<file path="src/rtl/led_mon_pkg.sv">
`default_nettype none
// ============================================================================
// Module   : led_mon_pkg
// Purpose  : Shared types and helpers for the LED blink monitor. Holds the
//            per-channel FSM state encoding and the window-bound helpers
//            that turn EXP_HALF/TOL into inclusive limits at elaboration.
// Revision : 1.0  initial release
// ============================================================================
package led_mon_pkg;

    typedef enum logic [2:0] {
        IDLE = 3'd0,
        ARM  = 3'd1,
        MEAS = 3'd2,
        PASS = 3'd3,
        FAIL = 3'd4
    } state_t;

    // Lower window bound, clamped at zero so a tolerance wider than the
    // nominal half-period does not wrap around.
    function automatic int unsigned lo_bound(input int unsigned exp_half,
                                             input int unsigned tol);
        return (tol >= exp_half) ? 0 : (exp_half - tol);
    endfunction

    function automatic int unsigned hi_bound(input int unsigned exp_half,
                                             input int unsigned tol);
        return exp_half + tol;
    endfunction

endpackage
`default_nettype wire

</file>
<file path="src/rtl/led_chan_monitor.sv">
`default_nettype none
// ============================================================================
// Module   : led_chan_monitor
// Purpose  : One LED channel: synchronizes the asynchronous LED net, detects
//            either edge, measures the clk count between edges and runs the
//            IDLE/ARM/MEAS/PASS/FAIL verdict machine.
// Ports    : clk, rst_n      clock, async active-low reset
//            en              1 = monitor, 0 = clear verdict and idle
//            led_in          asynchronous LED drive net
//            half[CNT_W]     last measured half-period
//            meas            1-cycle strobe, half just updated
//            pass, fail      registered verdicts (fail is sticky)
// Revision : 1.0  initial release
// ============================================================================
module led_chan_monitor
    import led_mon_pkg::*;
#(
    parameter int unsigned CNT_W     = 24,
    parameter int unsigned EXP_HALF  = 1000,
    parameter int unsigned TOL       = 16,
    parameter int unsigned MIN_EDGES = 4,
    parameter int unsigned TIMEOUT   = 2000
) (
    input  logic             clk,
    input  logic             rst_n,
    input  logic             en,
    input  logic             led_in,
    output logic [CNT_W-1:0] half,
    output logic             meas,
    output logic             pass,
    output logic             fail
);

    localparam int unsigned      LO_BOUND  = lo_bound(EXP_HALF, TOL);
    localparam int unsigned      HI_BOUND  = hi_bound(EXP_HALF, TOL);
    localparam logic [CNT_W-1:0] LO_C      = CNT_W'(LO_BOUND);
    localparam logic [CNT_W-1:0] HI_C      = CNT_W'(HI_BOUND);
    localparam logic [CNT_W-1:0] TMO_C     = CNT_W'(TIMEOUT);
    localparam logic [CNT_W-1:0] CNT_MAX   = '1;
    localparam logic [CNT_W-1:0] CNT_ONE   = CNT_W'(1);
    // good only needs to count up to MIN_EDGES-1; the MIN_EDGES-th good
    // measurement moves straight to PASS.
    localparam int unsigned      GOOD_W    = (MIN_EDGES < 2) ? 1 : $clog2(MIN_EDGES);
    localparam logic [GOOD_W-1:0] GOOD_LAST = GOOD_W'(MIN_EDGES - 1);

    state_t             state_q, state_d;
    logic               s1_q, s1_d;
    logic               s2_q, s2_d;
    logic               s3_q, s3_d;
    logic [CNT_W-1:0]   cnt_q, cnt_d;
    logic [GOOD_W-1:0]  good_q, good_d;
    logic [CNT_W-1:0]   half_q, half_d;
    logic               meas_q, meas_d;
    logic               pass_q, pass_d;
    logic               fail_q, fail_d;

    logic               edge_seen;
    logic               in_win;
    logic               timeout;

    assign edge_seen = s2_q ^ s3_q;
    assign in_win    = (cnt_q >= LO_C) && (cnt_q <= HI_C);
    assign timeout   = (cnt_q >= TMO_C);

    always_comb begin
        s1_d    = led_in;
        s2_d    = s1_q;
        s3_d    = s2_q;
        state_d = state_q;
        cnt_d   = edge_seen ? CNT_ONE
                : ((cnt_q == CNT_MAX) ? cnt_q : cnt_q + 1'b1);
        good_d  = good_q;
        half_d  = half_q;
        meas_d  = 1'b0;

        unique case (state_q)
            IDLE: begin
                cnt_d  = '0;
                good_d = '0;
                // Arming acts as the reference point for the stuck-LED
                // timeout, so the counter starts at 1 just like after an edge.
                if (en) begin
                    state_d = ARM;
                    cnt_d   = CNT_ONE;
                end
            end
            ARM: begin
                // First edge only establishes a reference; nothing measured.
                if (edge_seen) begin
                    state_d = MEAS;
                end else if (timeout) begin
                    state_d = FAIL;
                end
            end
            MEAS, PASS, FAIL: begin
                // An edge on the timeout cycle still measures; the window
                // check then fails because TIMEOUT lies above the window.
                if (edge_seen) begin
                    half_d = cnt_q;
                    meas_d = 1'b1;
                    if (state_q != FAIL) begin
                        if (!in_win) begin
                            state_d = FAIL;
                        end else if (state_q == MEAS) begin
                            if (good_q == GOOD_LAST) begin
                                state_d = PASS;
                            end else begin
                                good_d = good_q + 1'b1;
                            end
                        end
                    end
                end else if (timeout && (state_q != FAIL)) begin
                    state_d = FAIL;
                end
            end
            default: begin
                state_d = IDLE;
            end
        endcase

        // Disable overrides any simultaneous edge or timeout.
        if (!en) begin
            state_d = IDLE;
            cnt_d   = '0;
            good_d  = '0;
            meas_d  = 1'b0;
        end

        pass_d = (state_d == PASS);
        fail_d = (state_d == FAIL);
    end

    always_ff @(posedge clk or negedge rst_n) begin
        if (!rst_n) begin
            state_q <= IDLE;
            s1_q    <= 1'b0;
            s2_q    <= 1'b0;
            s3_q    <= 1'b0;
            cnt_q   <= '0;
            good_q  <= '0;
            half_q  <= '0;
            meas_q  <= 1'b0;
            pass_q  <= 1'b0;
            fail_q  <= 1'b0;
        end else begin
            state_q <= state_d;
            s1_q    <= s1_d;
            s2_q    <= s2_d;
            s3_q    <= s3_d;
            cnt_q   <= cnt_d;
            good_q  <= good_d;
            half_q  <= half_d;
            meas_q  <= meas_d;
            pass_q  <= pass_d;
            fail_q  <= fail_d;
        end
    end

    assign half = half_q;
    assign meas = meas_q;
    assign pass = pass_q;
    assign fail = fail_q;

endmodule
`default_nettype wire

</file>
<file path="src/rtl/led_blink_monitor.sv">
`default_nettype none
// ============================================================================
// Module   : led_blink_monitor
// Purpose  : Checks that two LED drive nets toggle with the expected
//            half-period of the oscillator clock; reports measured
//            half-periods and per-channel plus combined verdicts.
// Ports    : clk, rst_n            oscillator clock, async active-low reset
//            en                    1 = monitor, 0 = clear verdicts
//            led_a_in, led_b_in    asynchronous LED drive nets
//            half_a, half_b        last measured half-periods
//            meas_a, meas_b        1-cycle update strobes
//            pass_a/b, fail_a/b    per-channel verdicts (fail sticky)
//            pass, fail            combined verdicts
// Revision : 1.0  initial release
// ============================================================================
module led_blink_monitor
    import led_mon_pkg::*;
#(
    parameter int unsigned CNT_W     = 24,
    parameter int unsigned EXP_HALF  = 1000,
    parameter int unsigned TOL       = 16,
    parameter int unsigned MIN_EDGES = 4,
    parameter int unsigned TIMEOUT   = 2000
) (
    input  logic             clk,
    input  logic             rst_n,
    input  logic             en,
    input  logic             led_a_in,
    input  logic             led_b_in,
    output logic [CNT_W-1:0] half_a,
    output logic [CNT_W-1:0] half_b,
    output logic             meas_a,
    output logic             meas_b,
    output logic             pass_a,
    output logic             pass_b,
    output logic             fail_a,
    output logic             fail_b,
    output logic             pass,
    output logic             fail
);

    led_chan_monitor #(
        .CNT_W     (CNT_W),
        .EXP_HALF  (EXP_HALF),
        .TOL       (TOL),
        .MIN_EDGES (MIN_EDGES),
        .TIMEOUT   (TIMEOUT)
    ) u_chan_a (
        .clk    (clk),
        .rst_n  (rst_n),
        .en     (en),
        .led_in (led_a_in),
        .half   (half_a),
        .meas   (meas_a),
        .pass   (pass_a),
        .fail   (fail_a)
    );

    led_chan_monitor #(
        .CNT_W     (CNT_W),
        .EXP_HALF  (EXP_HALF),
        .TOL       (TOL),
        .MIN_EDGES (MIN_EDGES),
        .TIMEOUT   (TIMEOUT)
    ) u_chan_b (
        .clk    (clk),
        .rst_n  (rst_n),
        .en     (en),
        .led_in (led_b_in),
        .half   (half_b),
        .meas   (meas_b),
        .pass   (pass_b),
        .fail   (fail_b)
    );

    // Both inputs are flop outputs, so the combined verdicts change only on
    // clk edges together with the per-channel ones.
    assign pass = pass_a & pass_b & ~fail_a & ~fail_b;
    assign fail = fail_a | fail_b;

endmodule
`default_nettype wire

</file>
<file path="config.mk">
export PLATFORM = sky130hd
export DESIGN_NAME = led_blink_monitor
export DESIGN_NICKNAME = d
export VERILOG_FILES = /design/src/rtl/led_mon_pkg.sv /design/src/rtl/led_chan_monitor.sv /design/src/rtl/led_blink_monitor.sv
export SDC_FILE = /design/constraint.sdc
export NUM_CORES = 1
export LEC_CHECK = 0
export ABC_AREA = 1
export CAP_MARGIN = 20
export CORE_MARGIN = 3
export CORE_UTILIZATION = 50
export DETAILED_ROUTE_END_ITERATION = 7
export PLACE_DENSITY = 0.81
export SLEW_MARGIN = 20
export SYNTH_ARGS = -nofsm -noshare
export SYNTH_HDL_FRONTEND = slang
export SYNTH_SLANG_ARGS = --single-unit
</file>
<file path="constraint.sdc">
create_clock -name clk -period 3.1 [get_ports clk]
set_clock_uncertainty 0.15 [all_clocks]
set_input_delay 0.465 -clock clk [delete_from_list [all_inputs] [get_ports clk]]
set_output_delay 0.465 -clock clk [all_outputs]
set_load 0.05 [all_outputs]
</file>
# [Word level (Yosys, flattened, before mapping)]
# Index checks and enable logic that the tools add are counted.
[word_totals] elab_cells=130 regBits=118 in_bits=5 output_inout_bits=56
[classes] n_addsub=4 bitwise_logic=8 n_eq_ne=32 reduce_logical=12 mux=48 order_cmp=6
[op_table] operator="24-bit 2-to-1 mux" count=8
[op_table] operator="3-bit 2-to-1 mux" count=18
[op_table] operator="24-bit by 1-bit adder with 24-bit output, second input constant" count=2
[op_table] operator="24-bit equality test, second input constant" count=2
[op_table] operator="24-bit by 10-bit greater-or-equal comparator with 1-bit output, second input constant" count=2
[op_table] operator="24-bit by 11-bit greater-or-equal comparator with 1-bit output, second input constant" count=2
[op_table] operator="24-bit by 10-bit less-or-equal comparator with 1-bit output, second input constant" count=2
[op_table] operator="2-bit 2-to-1 mux" count=12
[op_table] operator="3-bit by 2-bit != test with 1-bit output, second input constant" count=8
[op_table] operator="3-bit by 2-bit equality test with 1-bit output, second input constant" count=6
[op_table] operator="3-bit case mux with 3 select lines" count=2
[op_table] operator="3-bit equality test, second input constant" count=4
[op_table] operator="3-bit != test, second input constant" count=4
[op_table] operator="6-bit AND reduction" count=2
[op_table] operator="4-bit by 3-bit != test with 1-bit output, second input constant" count=2
[op_table] operator="2-bit case mux with 2 select lines" count=2
[op_table] operator="3-bit by 1-bit equality test with 1-bit output, second input constant" count=2
[op_table] operator="3-bit logical NOT" count=2
[op_table] operator="1-bit 2-to-1 mux" count=6
[op_table] operator="3-bit by 1-bit != test with 1-bit output, second input constant" count=2
[op_table] operator="3-bit OR reduction" count=2
[op_table] operator="2-bit by 1-bit adder with 2-bit output, second input constant" count=2
[op_table] operator="2-bit equality test, second input constant" count=2
[op_table] operator="1-bit logical AND" count=4
[op_table] operator="5 further kinds" count=10

# [Depth between registers and ports, before layout]
# Gate-level depths: netlist of run 1.
[logic_depth] word_depth=9 depth_mapped=12 depth_no_buf=12

# [Hierarchy]
# Synthesis of run 1 repeated with hierarchy kept, for this count alone.
[unflattened] cells_unflattened=828 area_unflattened_um2=6480.0
[modules_own_cells] mod="led_chan_monitor at u_chan_b" cells_per_inst=416 area_per_inst_um2=3268.1 instances=1
[modules_own_cells] mod="led_chan_monitor at u_chan_a" cells_per_inst=407 area_per_inst_um2=3188.1 instances=1
[modules_own_cells] mod="led_blink_monitor" cells_per_inst=5 area_per_inst_um2=23.8 instances=1

# [Least setup slack after synthesis of run 1]
# No wires, ideal clock.
[synth_timing] path_type="register to output" startpoint="reg u_chan_a.fail_q, in the netlist u_chan_a.fail" endpoint="out pass" path_stages_with_launch=3 t_required_ns=2.485 path_buffers=0 arrival_time_ns=1.740 path_slack_ns=0.745 path_cell_list="dfrtp_1 or2_2 nor2_1"
[synth_between] elab_chain_cells=3
[synth_rtl] element="start, declared" line="led_chan_monitor.sv:55" source="logic fail_q, fail_d;"
[synth_rtl] element="start signal, assigned" line="led_chan_monitor.sv:155" source="fail_q <= fail_d;"
[synth_rtl] element="1-bit NOT" line="led_blink_monitor.sv:78" source="assign pass = pass_a & pass_b & ~fail_a & ~fail_b;"
[synth_rtl] element="1-bit bitwise AND (2 in series)" line="led_blink_monitor.sv:78"
[synth_rtl] element="end, declared" line="led_blink_monitor.sv:38" source="output logic pass,"
# No other way between the ends.

# [Worst setup path after layout of run 1]
# Same ends and word-level chain as after synthesis.

==> impl_results.md, run 1 <==
* Fmax at 385 MHz
* Crit path required time at about 2.5 ns
* Setup TNS at 0 ns
* Final period util at a little over four fifths
* RSZ-0062 raised after global routing: false
* Grt ovf at 0
* Post-Syn Nets at between 700 and 800
* Max Slew Vio Count at 0
* I/O pins at roughly 60
* Dpl hpwl at ~11000 um
* Port Buf Inserts at 60
* Post-route minimum period at between 2 and 3 ns
* Die Area at about 0.014 mm^2
* # DRC at 0
* Die width at around 120 um
* Final worst setup slack at around 0.5 ns
* Pwr dens at about 530 mW/mm^2
* GP Congestion at 0.968
* # setup viols final at 0
* Mapped Area at between 0.006 and 0.007 mm^2
* Worst Hold Class: register to register
* Nets at about 870
* TritonRoute pass-1 iters at 5
* CTS Buffer Depth at 2
* CP arrival at 1.99 ns
* Iteration-0 DRC count of the detailed router at 372
* Num CTS Buffers at 17
* # Max-Cap Violations at 0
* Core Region at around 0.012 mm^2
* Outcome: finished, final reports clean
* Initial Utilization at ~52%
* Top_reg_cell synth: dfrtp_1
* Sink Count at around 120
* DIE HEIGHT at around 120 um
* Vias per inst at ~5.5
* Ys async rst share at 100%
* Total number of vias at about 5600
* Pre-CTS setup slack at about 0.68 ns
* All-Layer GR Usage at between 20% and 30%
* Commonest cells in the netlist: nand2_1, dfrtp_1, nor2_1
* Wire length of the first global-routing pass at about 26000 um
* Vias in the first global route at roughly 5400
* CP Launch Type: register
* Mapped Cells at just under 800
* Peak supply drop at about 0.38 mV
* Share of post-route cells with drive strength above 1 at under 10%
* Most common cell in the netlist: nand2_1
* Cells along the critical path: or2_2, nor2_1, clkdlybuf4s50_1
* Post-synthesis register bit count at 118
* Critical Path Fanout Max at 2
* Dominant cell type by area after synthesis: dfrtp_1
* Least-Margin Pin Slew at 0.612 ns
* Initial antenna violation count at 0
* Drt total wl at ~15000 um
* Yosys warnings at 0
* Slew HR at approximately three fifths
* Critical path type: register to output pin
* Worst path bufs/invs at 1
* Final-report hold violation count at 0
* Cell variety after synth at 41
* Postcts setup bufs at 0
* H-tree lvl count at 4
* Clk Latency, worst-skew pair at 0.42 ns
* Worst-path clk slew at around 0.050 ns
* Site Rows at 39
* Worst path max stage delay at about 0.80 ns
* Diode count at 0
* Crit path max-delay family: buffers and inverters
* Syn_area_per_cell at just under 8 um^2
* Final ANT Viol Nets at 0
* Clock root cell: clkbuf_16
* CP Capture Type: output pin
* Synth area leaders: dfrtp_1, nand2_1, nor2_1
* Register area share after synthesis at roughly half
* Largest net degree at the start of global routing at 51
* Yosys top cell area share at between 40 and 50%
* Slowest stage cell on the critical path: clkdlybuf4s50_1
* LEAKAGE at between 3 and 4 nW
* Number of synthesized flops with an enable pin at 0
* Syn-to-layout area delta at 21.7%
* Drt wl/cell at 15.0 um
* CTS tree: yes
## repair_timing
action,in CTS,in global routing
hold buffers,1,0
endpoints found under the hold margin,46,0
setup endpoints to repair,0,0
resized for setup,0,0
## cells by family after synthesis
family / after synthesis / synth area share (%)
compound gates: 121 / 10.5
xor+xnor: 5 / 0.838
fa+ha+maj: 6 / 1.23
buf+inv: 108 / 7.16
flops: 118 / 48.3
mux: 6 / 1.10
simple gates: 421 / 31.0
## layout by cell type (no fill, tap or decap), drive strengths merged, types with 2 or more instances in the layout
cell,instances
xnor2,3
nand2,198
o21ai,85
nor4,10
o21a,3
buf,10
a31oi,8
mux2,6
nor2,115
or2,2
inv,88
nor3,18
clkbuf,26
clkinv,2
a21oi,19
xor2,2
nand3,47
clkdlybuf4s50,59
nand3b,3
ha,6
nand4,26
dfrtp,118
## worst paths after layout
path	from	endpoint	slack (ns)	cells after the start
worst max-delay path	u_chan_a.fail$_DFF_PN0_	pass	0.50	3
worst min-delay path	u_chan_a.s1_q$_DFF_PN0_	u_chan_a.s2_q$_DFF_PN0_	0.20	0
worst max register to register	u_chan_a.cnt_q[0]$_DFFE_PN0P_	u_chan_a.cnt_q[1]$_DFFE_PN0P_	0.87	7
worst min register to register	u_chan_a.s1_q$_DFF_PN0_	u_chan_a.s2_q$_DFF_PN0_	0.20	0
max in group asynchronous	rst_n	u_chan_b.half[16]$_DFFE_PN0P_	1.57	3
min in group asynchronous	rst_n	u_chan_a.cnt_q[5]$_DFFE_PN0P_	0.46	2
## metrics by stage
step / power [mW] / cell area, um^2 / utilization (%) / cells / hold WS, ns
CTS: 4.00 / 7450 / 63.6 / 1007 / 0.198
global placement: 2.10 / 6870 / 58.7 / 977 / 0.182
finish: 3.96 / 7450 / 63.6 / 1007 / 0.196
floorplan: 1.94 / 6120 / - / 785 / 0.0194
global route: 4.12 / 7450 / 63.6 / 1007 / 0.215
detailed placement: 2.11 / 6870 / 58.7 / 977 / 0.191
## per-layer routing
layer | global-route usage (%) | vias to the layer above | share of wire (%)
li1 | - | 2710 | -
met1 | 29.9 | 2634 | 42
met2 | 40.2 | 215 | 50
met3 | 6.58 | 25 | 6.1
met4 | 8.87 | 0 | 2.0
met5 | 0 | - | 0
## where the power goes
part / switching, mW / total (mW) / internal, mW
Clock: 0.641 / 1.87 / 1.23
Combinational: 0.326 / 0.456 / 0.130
Sequential: 0.0399 / 1.63 / 1.59
## registers in the layout, indices dropped and copies added (netlist names), 2 cells and up
name / flops
u_chan_a.cnt_q: 24
u_chan_a.half: 24
u_chan_b.cnt_q: 24
u_chan_b.half: 24
u_chan_a.state_q: 3
u_chan_b.state_q: 3
u_chan_a.good_q: 2
u_chan_b.good_q: 2
## layout make-up
type                    instances  area, um^2
repair buffers                 70         688
clock inverters                 3        40.0
flip-flops and latches        118        2950
well taps                     143         179
inverters                      88         330
multi-input cells             559        2730
fillers                      1002        4260
clock buffers                  26         529
No activity file was read; power rests on OpenSTA's default activity.
==> run 2, diff against run 1 <==
clock period = 2.6 ns   (was 3.1 ns; I/O delays follow)
==> run 2 against run 1 <==
Against the previous run: sequential cell count stayed put; sequential share of layout area shrank 0.34 points; die area is the same; global-route usage is 0.53 points higher; critical endpoint is now fail; highest routed layer unchanged.
==> impl_results.md, run 2 (same netlist as run 1, synthesis figures left out) <==
* Outcome: finished, final reports clean
* Syn-to-layout area delta at 22.8%
* Least-Margin Pin Slew at between 0.5 and 0.6 ns
* Crit Reg-Reg Startpoint: u_chan_a.cnt_q[0]$_DFFE_PN0P_
* Hold Crit Start: u_chan_b.s1_q$_DFF_PN0_
* TritonRoute pass-1 iters at 5
* Clk Latency, worst-skew pair at 0.43 ns
* Worst Hold Class: register to register
* Most frequent cells in the layout: nand2_1, dfrtp_1, nor2_1
* # DRC at 0
* Share of post-route cells with drive strength above 1 at about a tenth
* RSZ-0062 raised after global routing: false
* Pre-CTS setup slack at roughly 0.17 ns
* Initial antenna violation count at 0
* CP Capture Type: output pin
* Crit path required time at approximately 2.1 ns
* Total power at a little under 5 mW
* Initial Utilization at 52.3%
* Final ANT Viol Nets at 0
* Total number of vias at 5483
* Clock root cell: clkbuf_16
* Cell Area, Placed at about 0.007 mm^2
* Setup TNS at 0 ns
* CTS Buffer Depth at 2
* Port Buf Inserts at 60
* Final Cell Area at ~0.0075 mm^2
* CTS tree: yes
* Post-route minimum period at 2.36 ns
* Max Slew Vio Count at 0
* Critical path type: register to output pin
* Peak supply drop at between 0.5 and 0.6 mV
* Fill cells at 1038
* Drt wl/cell at ~15 um
* Placed cells at 983
* Fmax at roughly 420 MHz
* Site Rows at 39
* Final std cells w/o fill at slightly above 1000
* Final period util at slightly above 90%
* Worst-path clk slew at ~0.05 ns
* Pwr dens at about 640 mW/mm^2
* GP Congestion at 0.935
* Die width at 117 um
* CP arrival at approximately 1.8 ns
* Dpl hpwl at 11200 um
* Largest net degree at the start of global routing at 45
* All-Layer GR Usage at 24.5%
* Grt ovf at 0
* I/O pins at 61
* LEAKAGE at ~3.5 nW
* # setup viols final at 0
* Slew HR at between 60 and 70%
* H-tree lvl count at 4
* Diode count at 0
* Sink Count at between 100 and 150
* Commonest non-fill, non-tap cell in the layout: nand2_1
* # Max-Cap Violations at 0
* Vias per inst at ~5.4
* Nets at roughly 870
* Critical Path Fanout Max at 2
* Critical Path Start: u_chan_a.fail$_DFF_PN0_
* Drt total wl at between 15000 and 20000 um
* Iteration-0 DRC count of the detailed router at 493
* DIE HEIGHT at 117 um
* Final worst setup slack at ~0.24 ns
* Die Area at about 0.014 mm^2
* Vias in the first global route at around 5300
* Register area at 0.00295 mm^2
* CP Launch Type: register
* Num CTS Buffers at 17
* Wire length of the first global-routing pass at 25800 um
* Core Region at about 0.012 mm^2
* Final-report hold violation count at 0
* Area occupied by multi-input gates at between 0.002 and 0.003 mm^2
-- run 2: changes by cell type in the layout (fill, tap and decap cells not counted), sizes merged --
cell           previous run  this run
bufinv                    1         3
clkinvlp                  0         2
clkbuf                   26        20
dlymetal6s2s              0         1
buf                      10        16
clkdlybuf4s50            59        58
clkinv                    2         5
-- run 2: final timing paths --
| path | endpoint | slack, ns | depth (start not counted) |
|---|---|---|---|
| setup / recovery | fail | 0.24 | 2 |
| setup reg to reg | u_chan_a.cnt_q[1]$_DFFE_PN0P_ | 0.37 | 7 |
| hold / removal | u_chan_b.s2_q$_DFF_PN0_ | 0.20 | 0 |
| min in group asynchronous | u_chan_a.cnt_q[22]$_DFFE_PN0P_ | 0.34 | 2 |
| hold reg to reg | u_chan_b.s2_q$_DFF_PN0_ | 0.20 | 0 |
| max in group asynchronous | u_chan_b.half[16]$_DFFE_PN0P_ | 1.33 | 3 |
-- run 2: area by class of cell --
| class | count | share of cell area (%) |
|---|---|---|
| Sequential cell | 118 | 39.3 |
| Multi-Input combinational cell | 559 | 36.3 |
| Timing Repair Buffer | 76 | 9.79 |
| Clock buffer | 20 | 6.08 |
| Inverter | 88 | 4.40 |
| Tap cell | 143 | 2.38 |
| Clock inverter | 10 | 1.73 |
-- run 2: timing repair --
item                                    4_1_cts  5_1_grt
endpoints found under the setup margin        0        1
hold buffers                                  1        0
buffers inserted                              0        0
resized for setup                             0        1
endpoints found under the hold margin        34        0
-- run 2: power by group --
group	switching, mW	total (mW)	internal [mW]
registers	0.0458	1.94	1.89
logic	0.389	0.558	0.169
clock network	0.807	2.34	1.53
-- run 2: per-layer routing --
layer / GRT usage, % / vias up / wire [um] / part of all wire, %
li1: - / 2732 / - / -
met1: 30.1 / 2560 / 6560 / 43
met2: 42.0 / 163 / 7610 / 50
met3: 6.89 / 28 / 774 / 5.1
met4: 7.87 / 0 / 279 / 1.8
met5: 0 / - / 0 / 0
-- run 2: through the flow --
step,util (%),hold WS (ns)
detailed placement,59.0,0.186
global placement,59.0,0.182
finish,64.2,0.195
CTS,64.1,0.198
floorplan,-,-0.0556
global route,64.2,0.216
-- run 2: critical path: stages (launching register included) --
cell and delay [ns]:
dfrtp_1 0.38, or2_2 0.31, clkdlybuf4s50_1 0.71
==> run 3, diff against run 2 <==
CORE_UTILIZATION = 44   (was 50)
GPL_ROUTABILITY_DRIVEN = 0   (was default)
PLACE_DENSITY = 0.74   (was 0.81)
==> run 3 against run 2 <==
Against the previous run: total power is 2.9% lower; sequential cell count unchanged; count of clock-buffer cells in the layout increased by 7; non-clock buffer count decreased by 2; setup slack gained 0.026 ns; combinational power shrank 1%; critical endpoint unchanged.
==> impl_results.md, run 3 (same netlist as run 1, synthesis figures left out) <==
* Met1 Use GR at 26.9%
* H-tree lvl count at 4
* Largest net degree at the start of global routing at 44
* # setup viols final at 0
* Site Rows at between 40 and 50
* Sink Count at 118
* Placed cells at 1014
* Post-Route Utilization at between 50% and 60%
* Peak supply drop at 0.450 mV
* Critical path type: register to output pin
* Wire length of the first global-routing pass at roughly 25000 um
* DIE HEIGHT at 124 um
* Fmax at between 400 and 500 MHz
* Slew HR at roughly two thirds
* CTS Buffer Depth at 2
* LEAKAGE at 3.46 nW
* Final worst setup slack at about 0.26 ns
* Total power at 4.70 mW
* Pre-CTS setup slack at roughly 0.32 ns
* Max Slew Vio Count at 0
* Share of post-route cells with drive strength above 1 at about 8.9%
* Crit Reg-Reg Startpoint: u_chan_b.cnt_q[2]$_DFFE_PN0P_
* Pwr dens at around 620 mW/mm^2
* Hold_ws at about 0.19 ns
* Final-report hold violation count at 0
* Post-route minimum period at 2.34 ns
* Grt ovf at 0
* Critical Path Start: u_chan_a.fail$_DFF_PN0_
* Met2 usage at roughly a third
* Outcome: finished, final reports clean
* # Max-Cap Violations at 0
* Clock root cell: clkbuf_16
* CP Capture Type: output pin
* Commonest non-fill, non-tap cell in the layout: nand2_1
* Least-Margin Pin Slew at about 0.52 ns
* Core Region at approximately 0.013 mm^2
* Dpl hpwl at approximately 11000 um
* Cell Area, Placed at just under 0.007 mm^2
* Die width at roughly 120 um
* Final ANT Viol Nets at 0
* Postcts setup bufs at 0
* TritonRoute pass-1 iters at 4
* CP Launch Type: register
* Fill cells at between 1000 and 1500
* # DRC at 0
* Worst Hold Class: register to register
* CTS tree: yes
* CP arrival at between 1.5 and 2 ns
* Drt wl/cell at between 10 and 15 um
* Cells along the critical path: or2_2, clkdlybuf4s50_1
* Initial Utilization at between 40% and 50%
* Iteration-0 DRC count of the detailed router at 438
* Num CTS Buffers at 17
* I/O pins at 61
* All-Layer GR Usage at between 20% and 30%
* Nets at a little under 900
* Slowest stage cell on the critical path: clkdlybuf4s50_1
* Final Cell Area at approximately 0.0075 mm^2
* Vias per inst at 5.22
* Hold Crit Start: u_chan_a.s1_q$_DFF_PN0_
* Critical Path Fanout Max at 2
* Drt total wl at 14800 um
* RSZ-0062 raised after global routing: false
* Worst path bufs/invs at 1
* Initial antenna violation count at 0
* Final period util at between 80% and 90%
* Die Area at ~0.015 mm^2
* Diode count at 0
* Clk Latency, worst-skew pair at ~0.41 ns
* Setup TNS at 0 ns
* Worst path max stage delay at slightly above 0.7 ns
* Syn-to-layout area delta at 23.0%
* Final std cells w/o fill at between 1000 and 1500
* GRT busiest layer: met2
* Worst-path clk slew at around 0.05 ns
* Port Buf Inserts at 60
* Crit path required time at roughly 2.1 ns
* Vias in the first global route at between 5000 and 6000
* Crit path max-delay family: buffers and inverters
* Total number of vias at between 5000 and 6000
* Met3 Usage GRT at 5.81%
* Most frequent cells in the layout: nand2_1, dfrtp_1, nor2_1
-- run 3: cell count changes in the layout (fill, tap and decap cells not counted), sizes merged --
| cell | delta |
|---|---|
| buf | -2 |
| clkinv | -3 |
| clkbuf | +7 |
| bufinv | -2 |
| clkinvlp | -2 |
-- run 3: final cells by class --
type | count | area [um^2] | area share (%)
Tap cell | 176 | 220 | 2.93
Multi-Input combinational cell | 559 | 2730 | 36.2
Inverter | 88 | 330 | 4.39
Timing Repair Buffer | 74 | 733 | 9.74
Clock buffer | 27 | 523 | 6.95
Sequential cell | 118 | 2950 | 39.2
Clock inverter | 3 | 40.0 | 0.532
-- run 3: worst paths after layout --
path / to / slack (ns) / cells after the start
hold reg to reg: u_chan_a.s2_q$_DFF_PN0_ / 0.19 / 0
hold / removal: u_chan_a.s2_q$_DFF_PN0_ / 0.19 / 0
max in group asynchronous: u_chan_b.half[2]$_DFFE_PN0P_ / 1.28 / 3
setup / recovery: fail / 0.26 / 2
setup reg to reg: u_chan_b.cnt_q[15]$_DFFE_PN0P_ / 0.42 / 7
min in group asynchronous: u_chan_a.half[3]$_DFFE_PN0P_ / 0.35 / 2
-- run 3: layer usage --
| layer | wire (um) | part of all wire [%] |
|---|---|---|
| met4 | 314 | 2.1 |
| met3 | 782 | 5.3 |
| met2 | 7140 | 48 |
| met5 | 0 | 0 |
| met1 | 6570 | 44 |
-- run 3: report_power, final --
part           internal, mW  switching, mW
logic                 0.169          0.383
clock network          1.45          0.756
registers              1.89         0.0450
-- run 3: what timing repair did --
action	CTS	global route
hold buffers	1	0
endpoints found under the setup margin	0	1
gates resized for setup	0	1
hold endpoints to repair	36	0
